[src/rtl/pulse_stretch_driver_pkg.sv]
// Shared definitions for the pulse stretch driver and its cycle timer.
//   pulse_state_t  : FSM state encodings (IDLE=0, ON=1, GAP=2), also used by the debouncer
//   CYCLES_PER_MS  : cycles per millisecond at the 100 MHz system clock
//   max_u          : larger of two unsigned values
//   timer_width    : timer width able to reach the longer of the on/off windows
package pulse_stretch_driver_pkg;

    typedef enum logic [1:0] {
        IDLE = 2'd0,
        ON   = 2'd1,
        GAP  = 2'd2
    } pulse_state_t;

    localparam int unsigned CYCLES_PER_MS = 100_000;

    function automatic int unsigned max_u(input int unsigned a, input int unsigned b);
        return (a > b) ? a : b;
    endfunction

    function automatic int unsigned timer_width(input int unsigned on_cycles,
                                                input int unsigned off_cycles);
        return $clog2(max_u(on_cycles, off_cycles) + 1);
    endfunction

endpackage

[src/rtl/pulse_stretch_driver_timer.sv]
// cycle_timer: up-counter with synchronous clear and a terminal-count flag.
//   clock   : system clock
//   reset   : asynchronous, active-low reset (count returns to zero)
//   clear   : synchronous clear, takes priority over counting
//   enable  : advance the count by one per cycle
//   limit   : terminal count value; done is high while count == limit
//   done    : terminal-count flag
// The count stops at limit instead of wrapping, so a stalled clear can never
// alias into a false terminal count later.
module cycle_timer #(
    parameter int unsigned WIDTH = 8
) (
    input  logic             clock,
    input  logic             reset,
    input  logic             clear,
    input  logic             enable,
    input  logic [WIDTH-1:0] limit,
    output logic             done
);

    logic [WIDTH-1:0] count;

    assign done = (count == limit);

    always_ff @(posedge clock or negedge reset) begin
        if (!reset) begin
            count <= '0;
        end else if (clear) begin
            count <= '0;
        end else if (enable && !done) begin
            count <= count + WIDTH'(1);
        end
    end

endmodule

[src/rtl/pulse_stretch_driver.sv]
// pulse_stretch_driver: turns single-cycle event strobes into indicator
// windows with a guaranteed on-time followed by a guaranteed off-gap.
// Events arriving while a window is running are queued and replayed
// back-to-back.
//   clock         : 100 MHz system clock
//   reset         : asynchronous, active-low reset; discards queued events
//   pulseIn       : event strobe, each high cycle is one event
//   ledOut        : registered pin drive, high during the on-window
//   busy          : high whenever a window (on or gap) is running
//   pendingCount  : events accepted but not yet started (saturating)
//   overflow      : one-cycle pulse when an event is dropped at saturation
module pulse_stretch_driver
    import pulse_stretch_driver_pkg::*;
#(
    parameter int unsigned ON_CYCLES  = 20 * CYCLES_PER_MS,
    parameter int unsigned OFF_CYCLES = 20 * CYCLES_PER_MS,
    parameter int unsigned PENDING_W  = 4
) (
    input  logic                 clock,
    input  logic                 reset,
    input  logic                 pulseIn,
    output logic                 ledOut,
    output logic                 busy,
    output logic [PENDING_W-1:0] pendingCount,
    output logic                 overflow
);

    localparam int unsigned          TIMER_W     = timer_width(ON_CYCLES, OFF_CYCLES);
    localparam logic [TIMER_W-1:0]   ON_LAST     = TIMER_W'(ON_CYCLES - 1);
    localparam logic [TIMER_W-1:0]   OFF_LAST    = TIMER_W'(OFF_CYCLES - 1);
    localparam logic [PENDING_W-1:0] PENDING_MAX = '1;

    pulse_state_t       state;
    logic               timer_clear;
    logic               timer_enable;
    logic               timer_done;
    logic [TIMER_W-1:0] timer_limit;
    logic               last_gap;
    logic               queue_pulse;
    logic               queue_full;

    // The timer runs 0..limit inside each window; it is held at zero in IDLE
    // and cleared on every terminal count so the next window starts at zero.
    always_comb begin
        timer_limit  = (state == GAP) ? OFF_LAST : ON_LAST;
        timer_enable = (state != IDLE);
        timer_clear  = (state == IDLE) || timer_done;
        last_gap     = (state == GAP) && timer_done;
        // Pulses on the final gap cycle are handled by the restart logic,
        // never by the queue.
        queue_pulse  = pulseIn && ((state == ON) || ((state == GAP) && !timer_done));
        queue_full   = (pendingCount == PENDING_MAX);
    end

    cycle_timer #(
        .WIDTH (TIMER_W)
    ) u_timer (
        .clock  (clock),
        .reset  (reset),
        .clear  (timer_clear),
        .enable (timer_enable),
        .limit  (timer_limit),
        .done   (timer_done)
    );

    always_ff @(posedge clock or negedge reset) begin
        if (!reset) begin
            state        <= IDLE;
            ledOut       <= 1'b0;
            busy         <= 1'b0;
            pendingCount <= '0;
            overflow     <= 1'b0;
        end else begin
            overflow <= 1'b0;

            if (queue_pulse) begin
                if (queue_full) begin
                    overflow <= 1'b1;
                end else begin
                    pendingCount <= pendingCount + PENDING_W'(1);
                end
            end

            case (state)
                IDLE: begin
                    if (pulseIn) begin
                        state  <= ON;
                        ledOut <= 1'b1;
                        busy   <= 1'b1;
                    end
                end

                ON: begin
                    if (timer_done) begin
                        state  <= GAP;
                        ledOut <= 1'b0;
                    end
                end

                GAP: begin
                    if (last_gap) begin
                        if (pendingCount != '0) begin
                            // Queued event starts now; a coincident pulse
                            // takes its slot, so the count nets out unchanged.
                            state  <= ON;
                            ledOut <= 1'b1;
                            if (!pulseIn) begin
                                pendingCount <= pendingCount - PENDING_W'(1);
                            end
                        end else if (pulseIn) begin
                            state  <= ON;
                            ledOut <= 1'b1;
                        end else begin
                            state <= IDLE;
                            busy  <= 1'b0;
                        end
                    end
                end

                default: begin
                    state  <= IDLE;
                    ledOut <= 1'b0;
                    busy   <= 1'b0;
                end
            endcase
        end
    end

endmodule

[config.mk]
export PLATFORM = sky130hd
export DESIGN_NAME = pulse_stretch_driver
export DESIGN_NICKNAME = d
export VERILOG_FILES = /design/src/rtl/pulse_stretch_driver_pkg.sv /design/src/rtl/pulse_stretch_driver_timer.sv /design/src/rtl/pulse_stretch_driver.sv
export SDC_FILE = /design/constraint.sdc
export NUM_CORES = 1
export LEC_CHECK = 0
export BUFFER_PORTS_ARGS = -buffer_cell sky130_fd_sc_hd__buf_2
export CAP_MARGIN = 5
export CORE_ASPECT_RATIO = 0.8
export CORE_MARGIN = 4
export CORE_UTILIZATION = 25
export DETAILED_ROUTE_END_ITERATION = 8
export PLACE_DENSITY = 0.47
export SLEW_MARGIN = 20
export SYNTH_ARGS = -nofsm -noshare
export SYNTH_HDL_FRONTEND = slang
export SYNTH_SLANG_ARGS = --single-unit
export TNS_END_PERCENT = 30
[constraint.sdc]
create_clock -name clock -period 2.65 [get_ports clock]
set_input_delay 0.6625 -clock clock [delete_from_list [all_inputs] [get_ports clock]]
set_output_delay 0.6625 -clock clock [all_outputs]
set_load 0.05 [all_outputs]
======== Yosys cells after proc, flatten, opt, wreduce, memory -nomap -nowiden ========
Index checks and enable logic that the tools add are counted.
storage, ports and cells
  register bits after elaboration ......... 30
  logic and storage cells ................. 59
  output and inout bits ................... 7
  input bits .............................. 3
cells by class
  add/subtract/negate cells ............... 3
  mux-type cells .......................... 26
  equality and inequality tests ........... 9
  reduce and logical (&&, ||, !) cells .... 14
  bitwise logic cells ..................... 1
operators by type and width
  kind                                                 number
  two-way mux 21 bit                                   2
  two-way mux 4 bit                                    6
  adder 21 x 1 -> 21 bit, second input constant        1
  equality test 21 bit, second input constant          1
  two-way mux 1 bit                                    12
  != test 2 bit, second input constant                 5
  two-way mux 2 bit                                    3
  case mux 1 bit (3 select lines)                      2
  case mux 2 bit (3 select lines)                      1
  AND reduction 5 bit                                  1
  adder 4 x 1 -> 4 bit, second input constant          1
  equality test 4 bit, second input constant           1
  logical AND 1 bit                                    4
  nonzero test 2 bit                                   2
  nonzero test 4 bit                                   1
  subtractor 4 x 1 -> 4 bit, second input constant     1
  AND reduction 3 bit                                  1
  equality test 2 x 1 -> 1 bit, second input constant  1
  equality test 2 bit, second input constant           1
  zero test 2 bit                                      1
  logical OR 1 bit                                     2
  AND reduction 2 bit                                  1
  zero test 1 bit                                      1
  inverter 1 bit                                       1

======== Longest topological paths before layout ========
  depth in word-level cells ............... 10
  depth in mapped cells ................... 7
  gate-level depth less buffers ........... 7

======== By module ========
A second synthesis with hierarchy kept.
second synthesis, totals
  cells, all modules ...................... 211
  area total of the unflattened synthesis .. 1964.4 um^2
modules (own cells, without submodules)
  module                cells an instance  seq. area each (um^2)  area an instance (um^2)  instances
  cycle_timer           151                525.5                  1398.8                   1
  pulse_stretch_driver  60                 225.2                  565.5                    1

======== Least setup slack after synthesis ========
Ideal clock, no wire load.
  path kind ............................... flip-flop to flip-flop
  start ................................... register u_timer.count[16]
  end ..................................... register pendingCount[2]
  setup slack ............................. 0.702 ns
  stages on the path, launching flop included .. 6
  arrival time ............................ 1.812 ns
  period minus slack after synthesis ...... 1.948 ns
  cells stage by stage .................... dfrtp_1 > or4_4 > nor4_4 > a311oi_1 > a311oi_1 > a221oi_2
on the way
  cells in the longest elaborated chain, start to end .. 10
ends and longest elaborated chain
  item                      line                              source
  from (decl)               pulse_stretch_driver_timer.sv:21  logic [WIDTH-1:0] count;
  from (signal assigned)    pulse_stretch_driver_timer.sv:31  count <= count + WIDTH'(1);
  equality test 21 bit (*)  pulse_stretch_driver_timer.sv:23  assign done = (count == limit);
  zero test 1 bit           pulse_stretch_driver.sv:51        queue_pulse = pulseIn && ((state == ON) || ((state == GAP) && !timer_done));
  logical AND 1 bit         pulse_stretch_driver.sv:51
  logical OR 1 bit          pulse_stretch_driver.sv:51
  logical AND 1 bit         pulse_stretch_driver.sv:51
  two-way mux 4 bit         pulse_stretch_driver.sv:76        if (queue_pulse) begin
  two-way mux 4 bit         pulse_stretch_driver.sv:107       if (!pulseIn) begin
  two-way mux 4 bit         pulse_stretch_driver.sv:102       if (pendingCount != '0) begin
  two-way mux 4 bit         pulse_stretch_driver.sv:101       if (last_gap) begin
  two-way mux 4 bit (*)     pulse_stretch_driver.sv:84        case (state)
  to (signal assigned)      pulse_stretch_driver.sv:80        pendingCount <= pendingCount + PENDING_W'(1);
  to (signal assigned)      pulse_stretch_driver.sv:108       pendingCount <= pendingCount - PENDING_W'(1);
  to (decl)                 pulse_stretch_driver.sv:24        output logic [PENDING_W-1:0] pendingCount,
Every way passes the cells marked *; elsewhere a longest branch is shown, timed or not.
A chain may end at the register's enable or synchronous reset.

======== Final worst setup path ========
  start ................................... register u_timer.count[13]
  end ..................................... register pendingCount[2]
Same word-level chain as after synthesis.

==> metrics.txt <==
outcome finished clean; # DRC 0; Setup crit end kind flip-flop; Sw Share 38.7%; vias per inst 4.54; met3 track demand over resource 2.66%; PD cells 803 nW/um^2; Buffers on Ports 9; R2R setup slack 430 ps; global route overflow 0; Crit path required time 2840 ps; total number of vias 1239; Crit Reg-Reg Startpoint u_timer.count[13]; Core Region 6440 sq um; Critical Path AT 2400 ps; post-layout min period 2220 ps; Post-CTS Setup Bufs 0; final setup fails 0; Post-synth EDFFs 0; cell depth of the worst setup path 5; first-pass GRT wire length 5890 um; Die Span Y 81.2 um; share of cells above drive strength 1 14.3%; GR Util All Layers 9.34%; drt pass-1 iters 4; Yosys cell types 45; setup TNS 0 ps; Crit path largest cell delay 550 ps; Pint 0.931 mW; dominant cells by area after synthesis dfrtp_1 45%, xnor2_1 7.3%, nor2_1 6.0%, xor2_1 3.7%, nand3_1 3.0%; Clock Power Share 25.3%; Peak VDD IR 214 uV; Starting Density 26.0%; #FFs+latches synth 30; Rows 26; clock sinks 30; top-area cell type share of the netlist area 44.8%; skew final 5.32 ps; commonest non-fill, non-tap cells in the layout 30 x dfrtp_1, 27 x nor2_1, 14 x xnor2_1, 10 x nand3_1; Pleak 0.795 nW; Multi-input gate area 851 sq um; Reg area 751 sq um; IO Pins 10; Comb power frac 31.4%; sequential fraction of the synthesis area 44.8%; met1 GRT Util 14.0%; Routed WL 3360 um; H-tree Lvls 2; cell area after synthesis 1680 sq um; FF-to-FF End pendingCount[2]; Die ar. 8090 sq um; clk root buf clkbuf_8; area growth from synthesis to layout 12.8%; GPL Wtd Cong 0.716; worst-path fanout max 8; final instance area 1890 sq um; # diodes 0; routed len/inst 12.3 um; CP Class reg -> reg; vias in the first global route 1157; Syn. warnings 0; Slew Limit Fails 0; Overall Power 1.52 mW; Syn Area/Cell 9.53 sq um; number of antenna violations at the first check in global routing 0; slowest CP cell or4_4; CTS Buf Count 5; post-route ant nets 0; met2 Usage GRT 12.1%; area post-placement 1800 sq um; syn_nets 182; Top delay family on crit path simple AND/OR/NAND/NOR gates; CTS tree yes; worst min path class in -> async; Post-synth ARST share 100%; final hold violation count 0; 1st-iter DRT viols 68; commonest non-fill, non-tap cell in the layout dfrtp_1; RSZ-0062 raised after global routing false; Die Width 99.6 um; depth of the worst register-to-register path 5; period utilisation layout 83.7%; top_reg_cell synth dfrtp_1; CP Launch Type flip-flop; hold_buf cts 0; worst skew pair latency 280 ps; leading area contributor after synthesis dfrtp_1; Clock Path Buffers 2; CP Cell Sequence or4_4 -> nor4_4 -> and2_1 -> a311oi_1 -> a221oi_2; Reg power frac 43.3%; Buf/Inv on CP 0; Worst Max-Slew Pin Slew 699 ps; detailed placement HPWL 2350 um; Slew HR 53.4%; largest net degree at the start of global routing 31; fillers 703; Total Nets Final 194; GR peak layer met1; Syn Inst Count 176; post-CTS resize count 0; Fmax 451 MHz; Worst-path clk slew 70 ps; P_sw 0.588 mW; Max Cap Viol 0
power by group through the flow:
stage	clock [mW]	combinational, mW	sequential (mW)
final	0.385	0.476	0.658
after global routing	0.419	0.532	0.674
after CTS	0.397	0.484	0.656
after detailed placement	0	0.482	0.664
after global placement	0	0.479	0.666
after floorplan	0	0.284	0.755
per-layer routing:
| layer | share of wire, % | wire [um] |
|---|---|---|
| met5 | 0 | 0 |
| met3 | 2.7 | 90 |
| met4 | 1.2 | 39 |
| met2 | 40 | 1340 |
| met1 | 56 | 1900 |
metrics by stage:
| stage | std cells | hold slack (ps) | worst slack (ps) | utilization, % |
|---|---|---|---|---|
| 3_5_place_dp | 265 | 517 | 464 | 28.0 |
| 5_1_grt | 273 | 490 | 263 | 29.4 |
| 6_report | 273 | 428 | 432 | 29.4 |
| 2_1_floorplan | 176 | 367 | 702 | - |
| 4_1_cts | 273 | 462 | 449 | 29.4 |
| 3_3_place_gp | 265 | 512 | 480 | 28.0 |
worst reg2reg max path, stage by stage, from the launching register on:
cell	delay [ps]
dfrtp_1	440
or4_4	550
nor4_4	430
and2_1	370
a311oi_1	170
a221oi_2	180
logic make-up after synthesis:
| family | count (synthesis) | share of synthesized area, % |
|---|---|---|
| multiplexers | 1 | 0.597 |
| XOR/XNOR | 21 | 11.0 |
| flip-flops | 30 | 44.8 |
| adder cells (fa/ha/maj) | 3 | 2.24 |
| AO/OA/AOI/OAI | 21 | 9.63 |
| AND/OR/NAND/NOR | 85 | 27.3 |
| buffers and inverters | 15 | 4.48 |
final cells by class:
class	count	area share, %
multi-input cells	131	45.0
flip-flops and latches	30	39.7
well taps	84	5.56
clock buffers	7	4.56
repair buffers	11	3.17
inverters	9	1.79
clock inverters	1	0.265
synth_stat cells (2+ instances only):
cell	instances
dfrtp_1	30
nor2_1	27
xnor2_1	14
nand3_1	10
inv_1	9
nand2_1	9
nand4_1	7
nor3_1	7
xor2_1	7
and3_1	5
ha_1	3
nor2b_1	3
o21ai_0	3
a21oi_1	2
a221oi_2	2
a311oi_1	2
buf_2	2
buf_4	2
nand2b_1	2
nor4_1	2
o211ai_1	2
o21ai_1	2
o21bai_1	2
sequential cells by signal, summed over array words and instances, names as in the netlist:
register and flops:
ledOut 1, busy 1, u_timer.count 21, overflow 1, pendingCount 4, state 2
how the worst max path moves through the flow:
stage	slack [ps]	end	from
after CTS	450	pendingCount[2]	u_timer.count[13]
after global routing	260	state[0]	u_timer.count[16]
after floorplan	700	pendingCount[2]	u_timer.count[16]
after detailed placement	460	pendingCount[2]	u_timer.count[13]
final	430	pendingCount[2]	u_timer.count[13]
after global placement	480	pendingCount[2]	u_timer.count[13]
(Power assumes the default switching activity.)
